**src/rtl/atm_controller_pkg.sv**
```systemverilog
// Shared definitions for the ATM transaction controller: FSM state encodings
// and transaction/PIN constants.
package atm_controller_pkg;

    typedef enum logic [2:0] {
        ST_ESPERA_TARJETA = 3'd0,
        ST_ESPERA_PIN     = 3'd1,
        ST_ESPERA_MONTO   = 3'd2,
        ST_FIN            = 3'd3,
        ST_BLOQUEO        = 3'd4
    } atm_state_t;

    localparam int   PIN_DIGITS    = 4;
    localparam logic TIPO_RETIRO   = 1'b1;
    localparam logic TIPO_DEPOSITO = 1'b0;

endpackage

```
**src/rtl/atm_pulso.sv**
```systemverilog
// Rising-edge detector: pulses for the first cycle a level is sampled high.
module atm_pulso (
    input  logic clk,
    input  logic reset,
    input  logic i_d,
    output logic o_pulso
);

    logic r_prev;

    always_ff @(posedge clk or posedge reset) begin
        if (reset) r_prev <= 1'b0;
        else       r_prev <= i_d;
    end

    // Combinational so the FSM acts on the same edge the strobe is first seen.
    assign o_pulso = i_d & ~r_prev;

endmodule

```
**src/rtl/atm_controller.sv**
```systemverilog
// ATM transaction controller: card session, serial PIN entry with lockout,
// and a single deposit or withdrawal per session.
module atm_controller
    import atm_controller_pkg::*;
#(
    parameter int MAX_INTENTOS = 3,
    parameter int MONTO_W      = 32,
    parameter int FONDOS_W     = 64
) (
    input  logic                clk,
    input  logic                reset,
    input  logic                TARJETA_RECIBIDA,
    input  logic [15:0]         PIN,
    input  logic [3:0]          DIGITO,
    input  logic                DIGITO_STB,
    input  logic                ERASE_PIN,
    input  logic                ENTER_PIN,
    input  logic                TIPO_TRANS,
    input  logic [MONTO_W-1:0]  MONTO,
    input  logic                MONTO_STB,
    input  logic [FONDOS_W-1:0] FONDOS,
    output logic [FONDOS_W-1:0] BALANCE,
    output logic                BALANCE_ACTUALIZADO,
    output logic                ENTREGAR_DINERO,
    output logic                FONDOS_INSUFICIENTES,
    output logic                PIN_INCORRECTO,
    output logic                ADVERTENCIA,
    output logic                BLOQUEO
);

    localparam int INT_W = $clog2(MAX_INTENTOS + 1);

    atm_state_t          r_state;
    logic [15:0]         r_digitos;
    logic [2:0]          r_cnt;
    logic [INT_W-1:0]    r_intentos;
    logic [FONDOS_W-1:0] r_balance;
    logic                r_act, r_entregar, r_insuf, r_pin_inc, r_adv, r_bloq;

    logic                w_dig_p, w_erase_p, w_enter_p, w_monto_p;
    logic [FONDOS_W-1:0] w_monto_ext;
    logic [FONDOS_W:0]   w_suma;
    logic [INT_W-1:0]    w_int_sig;
    logic                w_pin_lleno;

    atm_pulso u_p_dig   (.clk(clk), .reset(reset), .i_d(DIGITO_STB), .o_pulso(w_dig_p));
    atm_pulso u_p_erase (.clk(clk), .reset(reset), .i_d(ERASE_PIN),  .o_pulso(w_erase_p));
    atm_pulso u_p_enter (.clk(clk), .reset(reset), .i_d(ENTER_PIN),  .o_pulso(w_enter_p));
    atm_pulso u_p_monto (.clk(clk), .reset(reset), .i_d(MONTO_STB),  .o_pulso(w_monto_p));

    assign w_monto_ext = FONDOS_W'(MONTO);
    assign w_suma      = {1'b0, r_balance} + {1'b0, w_monto_ext};
    assign w_int_sig   = r_intentos + 1'b1;
    assign w_pin_lleno = (r_cnt == 3'(PIN_DIGITS));

    always_ff @(posedge clk or posedge reset) begin
        if (reset) begin
            r_state    <= ST_ESPERA_TARJETA;
            r_digitos  <= '0;
            r_cnt      <= '0;
            r_intentos <= '0;
            r_balance  <= '0;
            r_act      <= 1'b0;
            r_entregar <= 1'b0;
            r_insuf    <= 1'b0;
            r_pin_inc  <= 1'b0;
            r_adv      <= 1'b0;
            r_bloq     <= 1'b0;
        end else begin
            r_pin_inc <= 1'b0;
            case (r_state)
                ST_ESPERA_TARJETA: begin
                    if (TARJETA_RECIBIDA) begin
                        r_balance <= FONDOS;
                        r_digitos <= '0;
                        r_cnt     <= '0;
                        r_state   <= ST_ESPERA_PIN;
                    end
                end
                ST_ESPERA_PIN: begin
                    if (!TARJETA_RECIBIDA) begin
                        r_digitos  <= '0;
                        r_cnt      <= '0;
                        r_intentos <= '0;
                        r_adv      <= 1'b0;
                        r_state    <= ST_ESPERA_TARJETA;
                    end else if (w_erase_p) begin
                        r_digitos <= '0;
                        r_cnt     <= '0;
                    end else if (w_enter_p && w_pin_lleno) begin
                        if (r_digitos == PIN) begin
                            r_intentos <= '0;
                            r_adv      <= 1'b0;
                            r_state    <= ST_ESPERA_MONTO;
                        end else begin
                            r_intentos <= w_int_sig;
                            r_pin_inc  <= 1'b1;
                            r_digitos  <= '0;
                            r_cnt      <= '0;
                            if (w_int_sig == INT_W'(MAX_INTENTOS - 1)) r_adv <= 1'b1;
                            if (w_int_sig == INT_W'(MAX_INTENTOS)) begin
                                r_bloq  <= 1'b1;
                                r_state <= ST_BLOQUEO;
                            end
                        end
                    end else if (w_dig_p && !w_enter_p && !w_pin_lleno) begin
                        // A short ENTER is ignored but still outranks a same-cycle digit.
                        r_digitos <= {r_digitos[11:0], DIGITO};
                        r_cnt     <= r_cnt + 3'd1;
                    end
                end
                ST_ESPERA_MONTO: begin
                    if (!TARJETA_RECIBIDA) begin
                        r_digitos  <= '0;
                        r_cnt      <= '0;
                        r_intentos <= '0;
                        r_adv      <= 1'b0;
                        r_state    <= ST_ESPERA_TARJETA;
                    end else if (w_monto_p) begin
                        r_state <= ST_FIN;
                        if (TIPO_TRANS == TIPO_DEPOSITO) begin
                            r_balance <= w_suma[FONDOS_W] ? '1 : w_suma[FONDOS_W-1:0];
                            r_act     <= 1'b1;
                        end else if (w_monto_ext <= r_balance) begin
                            r_balance  <= r_balance - w_monto_ext;
                            r_act      <= 1'b1;
                            r_entregar <= 1'b1;
                        end else begin
                            r_insuf <= 1'b1;
                        end
                    end
                end
                ST_FIN: begin
                    if (!TARJETA_RECIBIDA) begin
                        r_act      <= 1'b0;
                        r_entregar <= 1'b0;
                        r_insuf    <= 1'b0;
                        r_digitos  <= '0;
                        r_cnt      <= '0;
                        r_state    <= ST_ESPERA_TARJETA;
                    end
                end
                ST_BLOQUEO: begin
                    r_bloq <= 1'b1;
                end
                default: r_state <= ST_ESPERA_TARJETA;
            endcase
        end
    end

    assign BALANCE              = r_balance;
    assign BALANCE_ACTUALIZADO  = r_act;
    assign ENTREGAR_DINERO      = r_entregar;
    assign FONDOS_INSUFICIENTES = r_insuf;
    assign PIN_INCORRECTO       = r_pin_inc;
    assign ADVERTENCIA          = r_adv;
    assign BLOQUEO              = r_bloq;

endmodule
```
**config.mk**
```make
export PLATFORM = sky130hd
export DESIGN_NAME = atm_controller
export DESIGN_NICKNAME = d
export VERILOG_FILES = /design/src/rtl/atm_controller_pkg.sv /design/src/rtl/atm_pulso.sv /design/src/rtl/atm_controller.sv
export SDC_FILE = /design/constraint.sdc
export NUM_CORES = 1
export LEC_CHECK = 0
export CORE_MARGIN = 3
export CORE_UTILIZATION = 40
export DETAILED_ROUTE_END_ITERATION = 8
export PLACE_DENSITY = 0.63
export SYNTH_ARGS = -nofsm -noshare
export SYNTH_HDL_FRONTEND = slang
export SYNTH_SLANG_ARGS = --single-unit
```
**constraint.sdc**
```tcl
create_clock -name clk -period 4.08 [get_ports clk]
set_input_delay 0.816 -clock clk [delete_from_list [all_inputs] [get_ports clk]]
set_output_delay 0.816 -clock clk [all_outputs]
set_load 0.05 [all_outputs]
```
==> results of run 1 <==
[worst paths after layout]
path / to / startpoint / cells after the start
min: BLOQUEO / BLOQUEO / 1
max reg2reg: BALANCE[18] / BALANCE[0] / 13
max in group asynchronous: BALANCE[45] / reset / 3
min reg2reg: BLOQUEO / BLOQUEO / 1
min in group asynchronous: BALANCE[1] / reset / 3
max: BALANCE[45] / MONTO[24] / 14
[logic make-up after synthesis]
group           count (synthesis)  share of synthesized area [%]
simple gates                  520                          23.72
mux                             7                         0.6586
buf+inv                       207                          7.823
compound gates                494                          30.15
fa+ha+maj                      70                          8.085
flops                          98                          22.26
xor+xnor                       92                          7.312
[routing by layer]
metal,wire length (um),track usage (%)
met1,21440,44.21
met2,21780,51.44
met3,3715,5.487
met4,1099,8.504
met5,14,0
[critical path: stages]
cell	delay [ns]
clkdlybuf4s50_1	0.51
inv_1	0.06
ha_1	0.35
nor3_1	0.32
nand2_1	0.16
buf_4	0.17
a211oi_1	0.33
o21ai_2	0.15
a21oi_2	0.22
nor2_1	0.15
buf_4	0.17
o31ai_1	0.25
a211oi_1	0.11
or4_1	0.43
[state kept, by name, summed over array words and instances (netlist names)]
name,cells
u_p_erase.r_prev,1
PIN_INCORRECTO,1
ADVERTENCIA,1
r_state,3
r_cnt,3
u_p_monto.r_prev,1
FONDOS_INSUFICIENTES,1
u_p_dig.r_prev,1
BALANCE_ACTUALIZADO,1
BALANCE,64
r_intentos,2
ENTREGAR_DINERO,1
u_p_enter.r_prev,1
BLOQUEO,1
r_digitos,16
[synth_stat cells, types with 11 or more instances]
master,count
nand2_1,143
a21oi_1,120
nor2_1,111
o21ai_0,103
dfrtp_1,98
inv_1,93
nand3_1,69
clkbuf_1,68
ha_1,68
xnor2_1,61
a31oi_1,34
nor3_1,32
xor2_1,31
buf_2,28
nand4_1,28
and3_1,25
nor4_1,21
a21o_1,20
o211ai_1,20
nand2b_1,17
o31ai_1,15
a211oi_1,14
a221oi_1,14
nor2b_1,14
o221ai_1,14
o21a_1,13
o21bai_1,13
or4_1,11
[metrics by stage]
step / TNS [ns] / worst slack [ns] / power (uW)
CTS: 0 / 0.02814 / 11790
global placement: -15.35 / -0.4564 / 10740
detailed placement: -18.41 / -0.4140 / 10780
floorplan: 0 / 0.3387 / 6979
global route: 0 / 0.003874 / 12770
finish: 0 / 0.09214 / 11990
[power groups by stage]
stage	clock network [uW]	registers (uW)	logic, uW
finish	954	1910	9130
global route	999	1970	9800
CTS	969	1900	8920
detailed placement	0	1910	8860
global placement	0	1900	8840
floorplan	0	2770	4210
[layout make-up]
class | instances | area [sq um]
Sequential cell | 98 | 2452
Timing Repair Buffer | 520 | 4463
Clock buffer | 9 | 225.2
Tap cell | 341 | 426.7
Fill cell | 2593 | 11150
Clock inverter | 7 | 81.33
Inverter | 96 | 362.8
Multi-Input combinational cell | 1183 | 7868
[repair_timing]
action,in CTS,in global routing
setup buffers,0,3
pin swaps,0,8
hold buffers,0,0
gates resized for setup,4,37
gates cloned,0,1
setup endpoints to repair,8,58
==> flow_summary.yaml, run 1 <==
status:
  status: "finished, final reports clean"
cts:
  cts-root-buf: "clkbuf_16"
  numCtsBuffers: 9
  cts_sinks: 98
  cts.clk_slew.worst_paths_ns: 0.08
  clock_latency_ns: 0.38
  clockBufferDepth: 2
  cts_tree: "done"
  htree_levels: 3
cells_and_area:
  utilization_pct: 58.75
  final_cell_mix: "319 x buf_4, 191 x clkdlybuf4s50_1, 142 x nand2_1"
  final_common_cell: "buf_4"
  fin_cells: 2254
  n_antenna_cell: 0
  area_delta_synth_final_pct: 44.10
  nets: 2102
  drive_above_1_share_pct: 21.69
  finish.instance_area_sq_mm: 0.01588
drt:
  wl_per_cell_um: 21.32
  vias: 13357
  drt_first_pass_iters: 6
  drc_errors: 0
  antenna_left: 0
  dr.first_iter.drc_count: 1533
  viasPerCell: 5.926
  wl_mm: 48.05
job:
  maxCapViolCount: 0
worst_setup_path:
  critPathKind: "in -> reg"
  cp_max_fo: 4
  reg2reg_slack_ns: 0.60
  cp-start-kind: "input port"
  required_ns: 4.32
  cp-end-kind: "register"
  critPathArrivalTime_ns: 4.22
sta:
  report.final.setup_viol: 0
  finalHoldViolCount: 0
  finalCriticalPeriod_ns: 3.988
  holdWs_ns: 0.4773
  drv_slew: 0
  tightest_slew_ns: 0.8681
  max-slew-margin-rel_pct: 42.12
  fmax_mhz: 250.8
  rsz0062_at_grt: "no"
  post-route-period-util_pct: 97.74
  finalClockSkew_ns: 0.02337
global_routing:
  grt_start_max_net_pins: 99
  grt_remaining_overflow: 0
  grt_pass1_wl_mm: 73.67
  track_usage_pct: 31.86
  antenna_found_initial: 1
  grt_pass1_vias: 12778
synthesis:
  synth_top_area_share_pct: 22.26
  synthFlopType: "dfrtp_1"
  yosysTopAreaCell: "dfrtp_1"
  syn_avg_cell_area_sq_um: 7.405
  synth.area.top_cells: "dfrtp_1 22%, ha_1 7.7%, a21oi_1 5.5%"
  yosysWarnings: 0
  synth_edf_count: 0
  ys_ff_latch: 98
  netlist_instances: 1488
  ys_seq_area_share_pct: 22.26
  synth_async_sr_flop_share_pct: 100.0
  synth_nets: 1682
  synthesis.area_sq_mm: 0.01102
  synth_cell_types: 95
power:
  p_per_area_mw_per_mm2: 755.3
  p_comb_share_pct: 76.1
  p_sw_share_pct: 52.82
  ir_drop_v: 0.0003291
  total_leakage_power_uw: 0.006894
  power_switching_uw: 6335
  pwr-share-seq_pct: 15.9
  power_frac_clock_pct: 8.0
  p_int_uw: 5659
placement:
  gp_congestion: 0.9671
  place_inst: 2234
  io_buffers: 193
  placed_area_sq_mm: 0.01537
  dp_hpwl_mm: 37.00
floorplan:
  die_w_um: 172.0
  core_sq_mm: 0.02703
  dieHeight_um: 172.0
  row_count: 60
  initial_core_util_pct: 40.77
  dieArea_sq_mm: 0.02958
  ios: 194
hold_path:
  hold_path_class: "reg -> reg"
No activity file was read; power rests on OpenSTA's default activity.
==> inputs of run 2 (changes only) <==
--- a/config.mk
+++ b/config.mk
@@ -6,9 +6,9 @@
 export NUM_CORES = 1
 export LEC_CHECK = 0
 export CORE_MARGIN = 3
-export CORE_UTILIZATION = 40
+export CORE_UTILIZATION = 55
 export DETAILED_ROUTE_END_ITERATION = 8
-export PLACE_DENSITY = 0.63
+export PLACE_DENSITY = 0.86
 export SYNTH_ARGS = -nofsm -noshare
 export SYNTH_HDL_FRONTEND = slang
 export SYNTH_SLANG_ARGS = --single-unit
==> run 2 against run 1 <==
Effect of this change: global-route usage rose by 10 points; non-clock buffer count shrank 47; sequential share of layout area increased by 0.48 points; register-to-register slack got worse by 0.10 ns; critical path type unchanged; sequential power is 7% higher.
==> flow_summary.yaml, run 2 (same netlist as run 1, synthesis figures left out) <==
status:
  status: "finished, final reports clean"
sta:
  finalHoldViolCount: 0
  setup_ws_ns: 0.02439
  max-slew-margin-rel_pct: 56.92
  drv_slew: 0
  finalCriticalPeriod_ns: 4.056
  finalClockSkew_ns: 0.01721
  report.final.setup_viol: 0
  holdWs_ns: 0.4773
  post-route-period-util_pct: 99.40
  tightest_slew_ns: 0.6455
  fmax_mhz: 246.6
power:
  p_per_area_mw_per_mm2: 767.9
  ir_drop_v: 0.0005220
  total_leakage_power_uw: 0.006657
drt:
  dr.first_iter.drc_count: 1501
  routed-wl-met3_mm: 5.621
  drt_first_pass_iters: 6
  antenna_left: 0
  wl_met2_mm: 21.53
  wl_mm: 47.24
  top_layer: "met4"
  wl_per_cell_um: 22.16
  viasPerCell: 6.563
  drc_errors: 0
  vias: 13993
  wl_met1_mm: 18.30
cts:
  numCtsBuffers: 9
  clock_latency_ns: 0.38
  cts_sinks: 98
  clockBufferDepth: 2
  cts_tree: "done"
  cts-root-buf: "clkbuf_16"
  holdBufCountCts: 0
  htree_levels: 3
  cts.clk_slew.worst_paths_ns: 0.08
  post_cts_buffers: 0
floorplan:
  row_count: 51
  dieArea_sq_mm: 0.02177
  ios: 194
  initial_core_util_pct: 56.25
  core_sq_mm: 0.01959
  dieHeight_um: 147.5
  die_w_um: 147.5
hold_path:
  whs_path_depth: 2
  min_from: "FONDOS_INSUFICIENTES"
  min_to: "FONDOS_INSUFICIENTES"
  hold_path_class: "reg -> reg"
worst_setup_path:
  critPathKind: "in -> reg"
  cp_top_family: "compound AO/OA/AOI/OAI gates"
  reg2reg_slack_ns: 0.50
  cp-start-kind: "input port"
  cp-end-kind: "register"
  cp-startpoint: "MONTO[0]"
  critical_path.max_stage_delay_ns: 0.46
  critPathArrivalTime_ns: 4.29
  worst_r2r_path_depth: 13
  cp.buffers_inverters: 3
  cp_slowest_cell: "clkdlybuf4s50_1"
  cpMostUsedCell: "buf_4"
  r2r-start: "BALANCE[0]"
  cp_max_fo: 4
  required_ns: 4.32
  critical_path.cell_chain: "clkdlybuf4s50_1 -> ha_2 -> fa_1 -> nor2b_1 -> o311ai_2 -> a311oi_2 -> a221oi_2 -> buf_4 -> buf_4 -> o31a_1 -> o21ai_2 -> o41ai_2 -> mux2i_1 -> o21ai_0"
  r2r-end: "BALANCE[26]"
cells_and_area:
  utilization_pct: 78.60
  final_common_cell: "buf_4"
  final_cell_mix: "275 x buf_4, 192 x clkdlybuf4s50_1, 142 x nand2_1"
  nFillCells: 1435
  nets: 2055
  finish.instance_area_sq_mm: 0.01540
  fin_cells: 2132
  area_delta_synth_final_pct: 39.74
  largest_reg_flops: 64
  drive_above_1_share_pct: 19.72
global_routing:
  grt_start_max_net_pins: 71
  grt_pass1_wl_mm: 73.58
  grt_pass1_vias: 13602
  antenna_found_initial: 1
  grt_remaining_overflow: 0
  track_usage_pct: 42.00
job:
  maxCapViolCount: 0
placement:
  placed_area_sq_mm: 0.01495
  place_ws_ns: -0.5094
  gp_congestion: 1.044
  place_inst: 2115
  io_buffers: 193
  dp_hpwl_mm: 36.66
==> run 2: through the flow <==
step,total power (uW),TNS [ns]
after global routing,12420,-0.01862
after detailed placement,10510,-12.67
after CTS,11490,0
after global placement,10320,-5.852
final,11830,0
after floorplan,6979,0
==> run 2: area by class of cell <==
type	count	area [sq um]	area share, %
multi-input combinational	1183	7855	51.01
timing repair buffer	473	4083	26.51
sequential	98	2452	15.93
inverter	96	362.8	2.356
tap	265	331.6	2.153
clock buffer	9	225.2	1.463
clock inverter	7	86.33	0.5607
antenna	1	2.502	0.01625
==> run 2: worst register-to-register path: stages (launching register included) <==
cell      delay (ns)
dfrtp_1         0.43
ha_2            0.23
fa_1            0.38
nor2b_1         0.18
o311ai_2        0.35
a311oi_2        0.20
a221oi_2        0.29
buf_4           0.16
buf_4           0.12
o31a_1          0.27
o21ai_2         0.12
o41ai_2         0.40
mux2i_1         0.23
o21ai_0         0.11
==> run 2: timing repair <==
item / 4_1_cts / 5_1_grt
endpoints found under the setup margin: 2 / 42
resized for setup: 3 / 30
pin swaps: 0 / 6
==> run 2: where the power goes <==
part / switching, uW / internal [uW]
sequential: 711 / 1320
clock: 499 / 441
combinational: 5160 / 3690
==> run 2: layer usage <==
metal  vias to the layer above  GRT usage, %
li1                       6207             -
met1                      6608         56.07
met2                      1006         68.04
met3                       172         8.430
met4                         0         14.86
met5                         -             0
==> run 2: worst max path at each step <==
stage	to	slack [ns]	cells past startpoint
3_3_place_gp	BALANCE[41]	-0.40	16
4_1_cts	BALANCE[41]	0.01	16
6_report	BALANCE[26]	0.02	14
5_1_grt	BALANCE[10]	-0.01	16
2_1_floorplan	BALANCE[51]	0.34	12
3_5_place_dp	BALANCE[41]	-0.51	16
==> inputs of run 3 (changes only) <==
--- a/config.mk
+++ b/config.mk
@@ -5,10 +5,12 @@
 export SDC_FILE = /design/constraint.sdc
 export NUM_CORES = 1
 export LEC_CHECK = 0
+export CORE_ASPECT_RATIO = 0.5
 export CORE_MARGIN = 3
 export CORE_UTILIZATION = 55
 export DETAILED_ROUTE_END_ITERATION = 8
 export PLACE_DENSITY = 0.86
+export SLEW_MARGIN = 20
 export SYNTH_ARGS = -nofsm -noshare
 export SYNTH_HDL_FRONTEND = slang
 export SYNTH_SLANG_ARGS = --single-unit
==> run 3 against run 2 <==
Effect of this change: register-to-register slack better by 0.04 ns; critical endpoint is now BALANCE[45]; fmax is 0.40% higher; highest routed layer unchanged; sequential cell count stayed put; combinational power hardly changed; clock skew hardly changed; wire length is 0.66% higher; first-iteration DRC count is 55% higher; worst setup slack better by 0.016 ns; hold slack better by 0.017 ns; clock power is 4.5% higher; global-route usage is 0.35 points higher; total power is 0.49% higher.
==> flow_summary.yaml, run 3 (same netlist as run 1, synthesis figures left out) <==
floorplan:
  initial_core_util_pct: 57.98
  core_sq_mm: 0.01901
  dieArea_sq_mm: 0.02187
  die_w_um: 206.2
  ios: 194
  row_count: 35
  dieHeight_um: 106.1
cts:
  numCtsBuffers: 9
  htree_levels: 3
  clockBufferDepth: 2
  holdBufCountCts: 0
  cts_sinks: 98
  cts-root-buf: "clkbuf_16"
  clock_latency_ns: 0.39
  cts.clk_slew.worst_paths_ns: 0.08
  cts_tree: "done"
cells_and_area:
  final-seq-area_sq_mm: 0.002452
  nets: 2058
  final_common_cell: "buf_4"
  utilization_pct: 81.22
  n_antenna_cell: 0
  multi_input_area_sq_mm: 0.007883
  fin_cells: 2128
  drive_above_1_share_pct: 20.12
  nFillCells: 1279
  largest_reg_flops: 64
  area_delta_synth_final_pct: 40.09
  final_cell_mix: "279 x buf_4, 192 x clkdlybuf4s50_1, 143 x nand2_1"
drt:
  vias: 14148
  drc_errors: 0
  wl_per_cell_um: 22.34
  wl_mm: 47.55
  drt_first_pass_iters: 9
  viasPerCell: 6.648
  dr.first_iter.drc_count: 2330
  antenna_left: 0
power:
  ir_drop_v: 0.0004447
  p_per_area_mw_per_mm2: 769.7
  total_leakage_power_uw: 0.006681
  pwr-share-seq_pct: 17.4
  p_comb_share_pct: 74.4
  power_switching_uw: 6396
  p_sw_share_pct: 53.82
  power_frac_clock_pct: 8.3
  p_int_uw: 5487
  total_power_uw: 11880
sta:
  tns_ns: 0
  holdWs_ns: 0.4943
  finalClockSkew_ns: 0.01687
  drv_slew: 0
  report.final.setup_viol: 0
  max-slew-margin-rel_pct: 42.42
  tightest_slew_ns: 0.8558
  fmax_mhz: 247.5
  post-route-period-util_pct: 99.01
  finalHoldViolCount: 0
  finalCriticalPeriod_ns: 4.040
placement:
  place_inst: 2111
  dp_hpwl_mm: 35.94
  gp_congestion: 1.088
  io_buffers: 193
worst_setup_path:
  critPathKind: "in -> reg"
  critPathArrivalTime_ns: 4.29
  cp-start-kind: "input port"
  cp_max_fo: 5
  required_ns: 4.33
  cp-end-kind: "register"
global_routing:
  grt_pass1_vias: 13741
  antenna_found_initial: 0
  grt_pass1_wl_mm: 73.56
  track_usage_pct: 42.34
  grt_remaining_overflow: 0
  grt_start_max_net_pins: 64
status:
  status: "finished, final reports clean"
job:
  maxCapViolCount: 0
hold_path:
  hold_path_class: "reg -> reg"
==> run 3: power by group through the flow <==
stage	sequential (uW)	combinational, uW	clock [uW]
after global placement	2000	8210	0
after floorplan	2770	4210	0
final	2070	8840	981
after detailed placement	2030	8390	0
after CTS	2020	8480	975
after global routing	2110	9310	1010
==> run 3: per-layer routing <==
layer | global-route usage (%) | vias to the layer above | routed length [um]
met3 | 10.52 | 234 | 6265
met1 | 55.30 | 6567 | 18270
met5 | 0 | - | 0
li1 | - | 6205 | -
met4 | 16.88 | 0 | 2134
met2 | 67.46 | 1142 | 20880
==> run 3: final timing paths <==
check                            startpoint  cells after the start  slack (ns)          end
worst max register to register  BALANCE[18]                     12        0.54  BALANCE[49]
worst max-delay path               MONTO[0]                     13        0.04  BALANCE[45]
max in group asynchronous             reset                      3        2.44  BALANCE[19]
worst min-delay path            ADVERTENCIA                      2        0.49  ADVERTENCIA
min in group asynchronous             reset                      2        0.87  ADVERTENCIA
worst min register to register  ADVERTENCIA                      2        0.49  ADVERTENCIA
==> run 3: layout make-up <==
cell class,instances,share of cell area [%]
multi-input cells,1183,51.06
flip-flops and latches,98,15.89
inverters,96,2.350
clock buffers,10,1.548
repair buffers,476,26.51
clock inverters,6,0.5430
well taps,259,2.099
==> run 3: timing repair <==
item,4_1_cts,5_1_grt
pin swaps,0,5
gates resized for setup,4,38
buffers inserted,0,1
endpoints found under the setup margin,5,56
gates cloned,0,0
==> run 3: stage by stage <==
step	instance area [sq um]	setup WS (ns)
3_5_place_dp	14940	-0.4049
3_3_place_gp	14940	-0.3506
2_1_floorplan	11020	0.3387
4_1_cts	15280	0.02180
6_report	15440	0.04039
5_1_grt	15440	-0.01008
==> run 3: critical path, stage by stage <==
cell	delay (ns)
clkdlybuf4s50_1	0.43
buf_4	0.14
ha_1	0.23
fa_1	0.41
nor2b_2	0.21
o31ai_1	0.12
a21o_1	0.22
a211o_1	0.34
a21oi_4	0.30
buf_4	0.18
o21ai_4	0.08
a22o_1	0.26
or4_1	0.54
